<file path="config.mk">
export PLATFORM = sky130hd
export DESIGN_NAME = hud_lives_tracker
export DESIGN_NICKNAME = d
export VERILOG_FILES = /design/src/rtl/hud_lives_tracker.sv
export SDC_FILE = /design/constraint.sdc
export NUM_CORES = 1
export LEC_CHECK = 0
export CAP_MARGIN = 15
export CORE_MARGIN = 8
export CORE_UTILIZATION = 53
export CTS_CLUSTER_DIAMETER = 120
export DETAILED_ROUTE_END_ITERATION = 6
export GPL_ROUTABILITY_DRIVEN = 0
export MAX_ROUTING_LAYER = met4
export PLACE_DENSITY = 0.79
export RECOVER_POWER = 50
export SYNTH_ARGS = -nofsm -noshare
export SYNTH_HDL_FRONTEND = slang
export SYNTH_SLANG_ARGS = --single-unit
</file>
<file path="constraint.sdc">
create_clock -name clk -period 4 [get_ports clk]
set_clock_uncertainty 0.2 [all_clocks]
set_input_delay 0.4 -clock clk [delete_from_list [all_inputs] [get_ports clk]]
set_output_delay 0.4 -clock clk [all_outputs]
set_load 0.01 [all_outputs]
</file>
<file path="src/rtl/hud_lives_tracker.sv">
// ============================================================================
// Module   : hud_lives_tracker
// Purpose  : Life counter with post-hit blink FSM and heart-row pixel decode
//            feeding the HUD heart bitmap.
// Revision : 1.0 - initial release
// ============================================================================
`default_nettype none

module hud_lives_tracker #(
    parameter int unsigned MAX_LIVES     = 5,
    parameter int unsigned INIT_LIVES    = 3,
    parameter int unsigned TOP_LEFT_X    = 16,
    parameter int unsigned TOP_LEFT_Y    = 8,
    parameter int unsigned HEART_SIZE    = 32,
    parameter int unsigned HEART_SPACING = 36,
    parameter int unsigned INVULN_FRAMES = 60,
    parameter int unsigned BLINK_FRAMES  = 4
) (
    input  logic        clk,
    input  logic        reset,
    input  logic        startOfFrame,
    input  logic [10:0] pixelX,
    input  logic [10:0] pixelY,
    input  logic        hit,
    input  logic        bonus,
    input  logic        restart,
    output logic [10:0] offsetX,
    output logic [10:0] offsetY,
    output logic        InsideRectangle,
    output logic [2:0]  lives,
    output logic        gameOver
);

    localparam int unsigned INVULN_W = $clog2(INVULN_FRAMES + 1);
    localparam int unsigned BLINK_W  = (BLINK_FRAMES > 1) ? $clog2(BLINK_FRAMES) : 1;
    localparam logic [10:0] Y_TOP    = 11'(TOP_LEFT_Y);
    localparam logic [10:0] Y_BOT    = 11'(TOP_LEFT_Y + HEART_SIZE);

    typedef enum logic [1:0] {
        ST_ALIVE     = 2'd0,
        ST_INVULN    = 2'd1,
        ST_GAME_OVER = 2'd2
    } state_t;

    state_t                state_q, state_d;
    logic [2:0]            lives_q, lives_d;
    logic [INVULN_W-1:0]   invuln_cnt_q, invuln_cnt_d;
    logic [BLINK_W-1:0]    blink_cnt_q, blink_cnt_d;
    logic                  blink_on_q, blink_on_d;
    logic                  game_over_q;
    logic [10:0]           offx_q, offx_d;
    logic [10:0]           offy_q, offy_d;
    logic                  inside_q, inside_d;
    logic [2:0]            lives_plus;

    assign lives_plus = (lives_q == 3'(MAX_LIVES)) ? lives_q : lives_q + 3'd1;

    // ------------------------------------------------------------------
    // Life / invulnerability state machine
    // ------------------------------------------------------------------
    always_comb begin
        state_d      = state_q;
        lives_d      = lives_q;
        invuln_cnt_d = invuln_cnt_q;
        blink_cnt_d  = blink_cnt_q;
        blink_on_d   = blink_on_q;

        if (restart) begin
            state_d      = ST_ALIVE;
            lives_d      = 3'(INIT_LIVES);
            invuln_cnt_d = '0;
            blink_cnt_d  = '0;
            blink_on_d   = 1'b1;
        end else begin
            case (state_q)
                ST_ALIVE: begin
                    // Simultaneous hit and bonus cancel each other out
                    if (hit && !bonus) begin
                        if (lives_q > 3'd1) begin
                            lives_d      = lives_q - 3'd1;
                            state_d      = ST_INVULN;
                            invuln_cnt_d = INVULN_W'(INVULN_FRAMES);
                            blink_cnt_d  = '0;
                            blink_on_d   = 1'b1;
                        end else begin
                            lives_d = 3'd0;
                            state_d = ST_GAME_OVER;
                        end
                    end else if (bonus && !hit) begin
                        lives_d = lives_plus;
                    end
                end
                ST_INVULN: begin
                    if (bonus) begin
                        lives_d = lives_plus;
                    end
                    if (startOfFrame) begin
                        if (invuln_cnt_q == INVULN_W'(1)) begin
                            state_d      = ST_ALIVE;
                            invuln_cnt_d = '0;
                            blink_cnt_d  = '0;
                            blink_on_d   = 1'b1;
                        end else begin
                            invuln_cnt_d = invuln_cnt_q - INVULN_W'(1);
                            if (blink_cnt_q == BLINK_W'(BLINK_FRAMES - 1)) begin
                                blink_cnt_d = '0;
                                blink_on_d  = ~blink_on_q;
                            end else begin
                                blink_cnt_d = blink_cnt_q + BLINK_W'(1);
                            end
                        end
                    end
                end
                default: begin
                    state_d = ST_GAME_OVER;
                end
            endcase
        end
    end

    // ------------------------------------------------------------------
    // Heart-slot decode: one parallel compare per slot
    // ------------------------------------------------------------------
    logic [MAX_LIVES-1:0] slot_sel;
    logic [10:0]          slot_offx [MAX_LIVES];
    logic                 in_y;

    assign in_y = (pixelY >= Y_TOP) && (pixelY < Y_BOT);

    generate
        for (genvar k = 0; k < MAX_LIVES; k++) begin : g_slot
            localparam logic [10:0] LEFT  = 11'(TOP_LEFT_X + k * HEART_SPACING);
            localparam logic [10:0] RIGHT = 11'(TOP_LEFT_X + k * HEART_SPACING + HEART_SIZE);
            logic in_x;
            logic drawn;
            assign in_x  = (pixelX >= LEFT) && (pixelX < RIGHT);
            assign drawn = (32'(lives_q) > 32'(k)) ||
                           ((state_q == ST_INVULN) && (32'(lives_q) == 32'(k)) && blink_on_q);
            assign slot_sel[k]  = in_x && in_y && drawn;
            assign slot_offx[k] = pixelX - LEFT;
        end
    endgenerate

    always_comb begin
        offx_d   = '0;
        inside_d = |slot_sel;
        for (int i = 0; i < MAX_LIVES; i++) begin
            if (slot_sel[i]) begin
                offx_d = slot_offx[i];
            end
        end
        offy_d = inside_d ? (pixelY - Y_TOP) : '0;
    end

    always_ff @(posedge clk or posedge reset) begin
        if (reset) begin
            state_q      <= ST_ALIVE;
            lives_q      <= 3'(INIT_LIVES);
            invuln_cnt_q <= '0;
            blink_cnt_q  <= '0;
            blink_on_q   <= 1'b1;
            game_over_q  <= 1'b0;
            offx_q       <= '0;
            offy_q       <= '0;
            inside_q     <= 1'b0;
        end else begin
            state_q      <= state_d;
            lives_q      <= lives_d;
            invuln_cnt_q <= invuln_cnt_d;
            blink_cnt_q  <= blink_cnt_d;
            blink_on_q   <= blink_on_d;
            game_over_q  <= (state_d == ST_GAME_OVER);
            offx_q       <= offx_d;
            offy_q       <= offy_d;
            inside_q     <= inside_d;
        end
    end

    assign offsetX         = offx_q;
    assign offsetY         = offy_q;
    assign InsideRectangle = inside_q;
    assign lives           = lives_q;
    assign gameOver        = game_over_q;

endmodule

`default_nettype wire

</file>
## After elaboration in Yosys (flattened, before gate mapping)

Index checks and enable logic that the tools add are counted.

- Add/sub/neg operators: 10
- Order comparisons: 18
- Eq/ne operators: 15
- Multiplexer cells: 39
- Bitwise logic cells: 1
- Reductions and logical operators: 42

Operator list:

| operator | count |
|---|---|
| two-way mux 11 bit | 6 |
| two-way mux 6 bit | 5 |
| logical AND 1 bit | 28 |
| >= comparator 11 x 7 -> 1 bit, second input constant | 2 |
| less-than comparator 11 x 6 -> 1 bit, second input constant | 2 |
| less-than comparator 11 x 7 -> 1 bit, second input constant | 2 |
| less-than comparator 11 x 8 -> 1 bit, second input constant | 2 |
| two-way mux 2 bit | 11 |
| subtractor 11 x 7 -> 11 bit, second input constant | 2 |
| two-way mux 3 bit | 6 |
| != test 3 bit, second input constant | 4 |
| one-hot mux 6 bit (2 select lines) | 1 |
| >= comparator 11 x 4 -> 1 bit, second input constant | 1 |
| >= comparator 11 x 5 -> 1 bit, second input constant | 1 |
| >= comparator 11 x 6 -> 1 bit, second input constant | 1 |
| >= comparator 11 x 8 -> 1 bit, second input constant | 1 |
| subtractor 11 x 4 -> 11 bit, second input constant | 1 |
| subtractor 11 x 5 -> 11 bit, second input constant | 1 |
| subtractor 11 x 6 -> 11 bit, second input constant | 1 |
| subtractor 11 x 8 -> 11 bit, second input constant | 1 |
| > comparator 3 x 1 -> 1 bit, second input constant | 3 |
| != test 4 bit, second input constant | 2 |
| one-hot mux 2 bit (2 select lines) | 2 |
| equality test 3 x 2 -> 1 bit, second input constant | 2 |
| 24 further kinds | 37 |

- Register bits after elaboration: 38
- Output and inout port bits: 27
- Word-level logic and storage cells: 134

## Logic depth before layout (Yosys ltp)

- Word-level depth: 10
- Gate-level depth with buffers: 11

## Worst setup path after synthesis

OpenSTA, ideal clock, no wires.

- Path type: register to register
- Start point: register lives_q[1], in the netlist lives[1]
- End point: register offx_q[7], in the netlist offsetX[7]
- Library setup time: 0.087 ns
- Data arrival time: 2.576 ns
- Data required time: 3.713 ns
- Setup slack: 1.137 ns
- Cell stages (with the launch flop): 9
- Period minus slack after synthesis: 2.863 ns
- Cell sequence: dfstp_2 -> inv_1 -> ha_1 -> o21ba_2 -> a311oi_1 -> a2111oi_2 -> a31oi_1 -> a2111o_1 -> a211oi_2

- Word-level cells in the longest chain between the ends: 10

Ends and longest elaborated chain:

| what | line | RTL |
|---|---|---|
| start, declared | 46 | `logic [2:0] lives_q, lives_d;` |
| start signal, assigned | 158 | `lives_q <= 3'(INIT_LIVES);` |
| start signal, assigned | 168 | `lives_q <= lives_d;` |
| branches (longest 9 deep; another with > comparator 3 x 1 -> 1 bit) | -- |  |
| two-way mux 11 bit (*) | 148 | `if (slot_sel[i]) begin` |
| via offx_d[7] | 51 | `logic [10:0] offx_q, offx_d;` |
| end signal, assigned | 163 | `offx_q <= '0;` |
| end signal, assigned | 173 | `offx_q <= offx_d;` |
| end, declared | 51 |  |

Mark *: on every way through the listed nets, which the timed path passes.
A chain may end at the register's enable or synchronous reset.

## Final worst setup path

- Start point: input pixelX[3]
- End point: register offx_q[9], in the netlist offsetX[9]

- Word-level cells in the longest chain between the ends: 9

Ends and longest elaborated chain:

| what | line | RTL |
|---|---|---|
| start, declared | 22 | `input logic [10:0] pixelX,` |
| >= comparator 11 x 5 -> 1 bit / less-than comparator 11 x 6 -> 1 bit (equally long branches) | 136 | `assign in_x = (pixelX >= LEFT) && (pixelX < RIGHT);` |
| logical AND 1 bit | 136 |  |
| logical AND 1 bit (2 in series) | 139 | `assign slot_sel[k] = in_x && in_y && drawn;` |
| two-way mux 11 bit (4 in series) | 148 |  |
| two-way mux 11 bit (*) | 148 |  |
| via offx_d[9] | 51 |  |

Mark *: on every way through the listed nets, which the timed path passes. The rest lies on a longest branch.

==> qor.yml <==
hold_path:
  whs_path_depth: 2
  min_from: "invuln_cnt_q[1]"
  hold_end: "invuln_cnt_q[1]"
  hp-class: "flip-flop to flip-flop"
clock_tree:
  clock-sinks: 38
  cts_tree: "built"
  cts_resized: 0
  clock_latency_ns: 0.31
  post-cts-setup-buffer-count: 0
  root_buffer: "clkbuf_8"
  cts_htree_levels: 2
  cts_made_buffers: 5
  hold_buffers: 0
  clk_pin_slew_ns: 0.07
  clockBufferDepth: 2
final_layout:
  antenna_cells: 0
  nFillCells: 458
  drive_above_1_share: 0.09499
  finish.net_count: 430
  area_delta_synth_final_pct: 24.22
sta:
  whs_ns: 0.2853
  fmaxAchievable_mhz: 305.7
  setup_viol: 0
  fin_ws_ns: 0.7286
  rsz0062_at_grt: "false"
  drv_slew: 0
  finalSetupTns_ns: 0
  hold_viol_final: 0
  period_share: 0.8178
  worst_pin_slew_ns: 0.9518
  min_period_ns: 3.271
  relSlewSlack: 0.3655
worst_setup_path:
  crit_type: "primary input to flip-flop"
  crit_buf_inv: 1
  rr_startpoint: "lives[1]"
  path_delay_family: "compound AO/OA/AOI/OAI gates"
  cpMostUsedCell: "a31oi_1"
  reg2reg_depth: 8
  cpPeakStageDelay_ns: 0.74
  cp.arrival_ns: 3.29
  required_ns: 4.02
  path_max_fanout: 10
  endpoint_kind: "flip-flop"
  cp-start-kind: "primary input"
  cp_cell_sequence: "clkdlybuf4s50_1 > ha_1 > a21o_2 > a2111oi_4 > a2111oi_2 > a31oi_1 > a2111o_1 > a31oi_1"
  crit_path_top_delay_cell: "a2111oi_2"
  ff2ff_setup_slack_ns: 0.84
  timing.rr.end: "offsetX[9]"
outcome:
  status: "complete, no violations"
synthesis:
  synthXorXnorAreaFrac: 0.02744
  synth_compound_area_frac: 0.2352
  syn_inst: 325
  mappedNetlistNets: 377
  yosys.area_share.simple: 0.2443
  synth_top_family_by_area: "simple AND/OR/NAND/NOR gates"
  async_flop_share: 1.000
  syn-cell-area_mm2: 0.002873
  synth_edf_count: 0
  yosysWarnings: 0
  synthMuxAreaShare: 0.003920
  synth-seq-cells: 38
  ys_seq_area_frac: 0.3323
  yosys.cell_types.count: 73
  ys.flop_type: "dfrtp_1"
  postSynthAreaPerCell_um2: 8.839
  synthAdderAreaFrac: 0.1045
power_and_ir_drop:
  p_leak_nw: 1.560
  ir_worst_vdd_v: 0.0002035
  powerDensity_mw_per_mm2: 274.2
  power_w: 0.0009785
global_route:
  grt_pass1_wl_mm: 12.21
  use_met3: 0.04186
  grt_usage: 0.2015
  grt_use_met2: 0.3189
  grt-ovfl-total: 0
  antenna_found_initial: 0
  top_usage_layer: "met2"
  grt_util_met1: 0.2315
  grt_max_degree: 22
  grt_pass1_vias: 2659
detailed_routing:
  drtIter0Drc: 225
  dr_total_vias: 2701
  drc: 0
  ant_nets: 0
  wire_per_inst_um: 16.32
  drt_pass1_iterations: 4
  routed_via_density: 5.989
  wl_mm: 7.362
floorplanning:
  rows: 27
  io_pins: 55
  initial_core_util: 0.5348
  dieArea_mm2: 0.008032
  die_h_um: 89.62
  die_w_um: 89.62
  coreArea_mm2: 0.005371
placed_design:
  dpl.hpwl_mm: 5.678
  post-place-ws_ns: 0.4575
  io_buffers: 54
job:
  max_cap_viol_count: 0
-- cells in the final DEF, fill, tap and decap left out, types with 5 or more instances in the layout --
master / n
dlygate4sd3_1: 14
ha_1: 24
nand3_1: 10
xnor2_1: 5
clkdlybuf4s50_1: 40
nor2_1: 26
a21oi_1: 22
nor3_1: 12
o31ai_1: 5
buf_4: 6
dfrtp_1: 35
clkbuf_8: 6
inv_1: 17
o21ai_0: 14
and2_1: 7
nand2_1: 34
nand2b_1: 6
-- Yosys cell counts (3+ instances only) --
| cell type | number | share of area |
|---|---|---|
| a211oi_1 | 4 | 0.010 |
| a21o_1 | 3 | 0.0078 |
| a21oi_1 | 22 | 0.038 |
| a22o_1 | 3 | 0.0091 |
| and2_1 | 7 | 0.015 |
| buf_2 | 5 | 0.0087 |
| clkbuf_1 | 7 | 0.0091 |
| dfrtp_1 | 35 | 0.30 |
| dfstp_2 | 3 | 0.027 |
| ha_1 | 24 | 0.10 |
| inv_1 | 17 | 0.022 |
| nand2_1 | 34 | 0.044 |
| nand2b_1 | 6 | 0.013 |
| nand3_1 | 10 | 0.017 |
| nand3b_1 | 4 | 0.010 |
| nor2_1 | 26 | 0.034 |
| nor3_1 | 12 | 0.021 |
| nor4_1 | 4 | 0.0087 |
| o211ai_1 | 3 | 0.0078 |
| o21ai_0 | 14 | 0.024 |
| o31ai_1 | 5 | 0.013 |
| or3_1 | 3 | 0.0065 |
| xnor2_1 | 5 | 0.015 |
| xor2_1 | 4 | 0.012 |
-- worst register-to-register path, delay by kind of cell (launching register included) --
family | cells | cell delay, ns
buf+inv | 1 | 0.11
flops | 1 | 0.63
compound gates | 6 | 1.90
fa+ha+maj | 1 | 0.23
-- worst max-delay path by stage --
stage	start	depth (start not counted)	slack (ns)	to
global route	pixelX[3]	8	0.50	offsetX[9]
finish	pixelX[3]	8	0.73	offsetX[9]
CTS	pixelX[3]	8	0.77	offsetX[7]
detailed placement	pixelX[3]	8	0.46	offsetX[7]
floorplan	lives[1]	8	1.14	offsetX[7]
global placement	pixelX[2]	8	0.51	offsetX[7]
-- stage by stage --
step / std cells / area [um2] / utilization
final: 451 / 3568 / 0.6643
after global routing: 451 / 3568 / 0.6643
after CTS: 451 / 3572 / 0.6650
after detailed placement: 443 / 3477 / 0.6473
after global placement: 443 / 3477 / 0.6473
after floorplan: 325 / 2873 / -
-- power by group --
part / switching [W] / internal [W] / total [W]
Sequential: 0.0000283 / 0.000406 / 0.000434
Clock: 0.000146 / 0.000139 / 0.000285
Combinational: 0.000146 / 0.000114 / 0.000259
-- registers in the layout (all words and copies together) (netlist names) --
signal           cells
InsideRectangle      1
state_q              2
lives                3
invuln_cnt_q         6
offsetY             11
gameOver             1
offsetX             11
blink_cnt_q          2
blink_on_q           1
-- cells by family (layout without fill, tap and decap cells) --
logic type	after synthesis	after routing
mux	1	1
xor+xnor	9	9
flops	38	38
fa+ha+maj	24	24
compound gates	90	90
simple gates	129	129
buf+inv	34	88
-- metal layers --
layer | up-vias | wire, um
met3 | 27 | 588
li1 | 1290 | -
met5 | - | 0
met4 | 0 | 235
met1 | 1255 | 3102
met2 | 129 | 3436
-- cell type report --
cell class | count | area, um2 | area share
timing repair buffer | 61 | 589.3 | 0.1651
sequential | 38 | 954.7 | 0.2675
clock buffer | 6 | 82.58 | 0.02314
inverter | 19 | 71.32 | 0.01999
multi-input combinational | 253 | 1768 | 0.4954
tap | 72 | 90.09 | 0.02525
clock inverter | 2 | 12.51 | 0.003506
No activity file was read; power rests on OpenSTA's default activity.
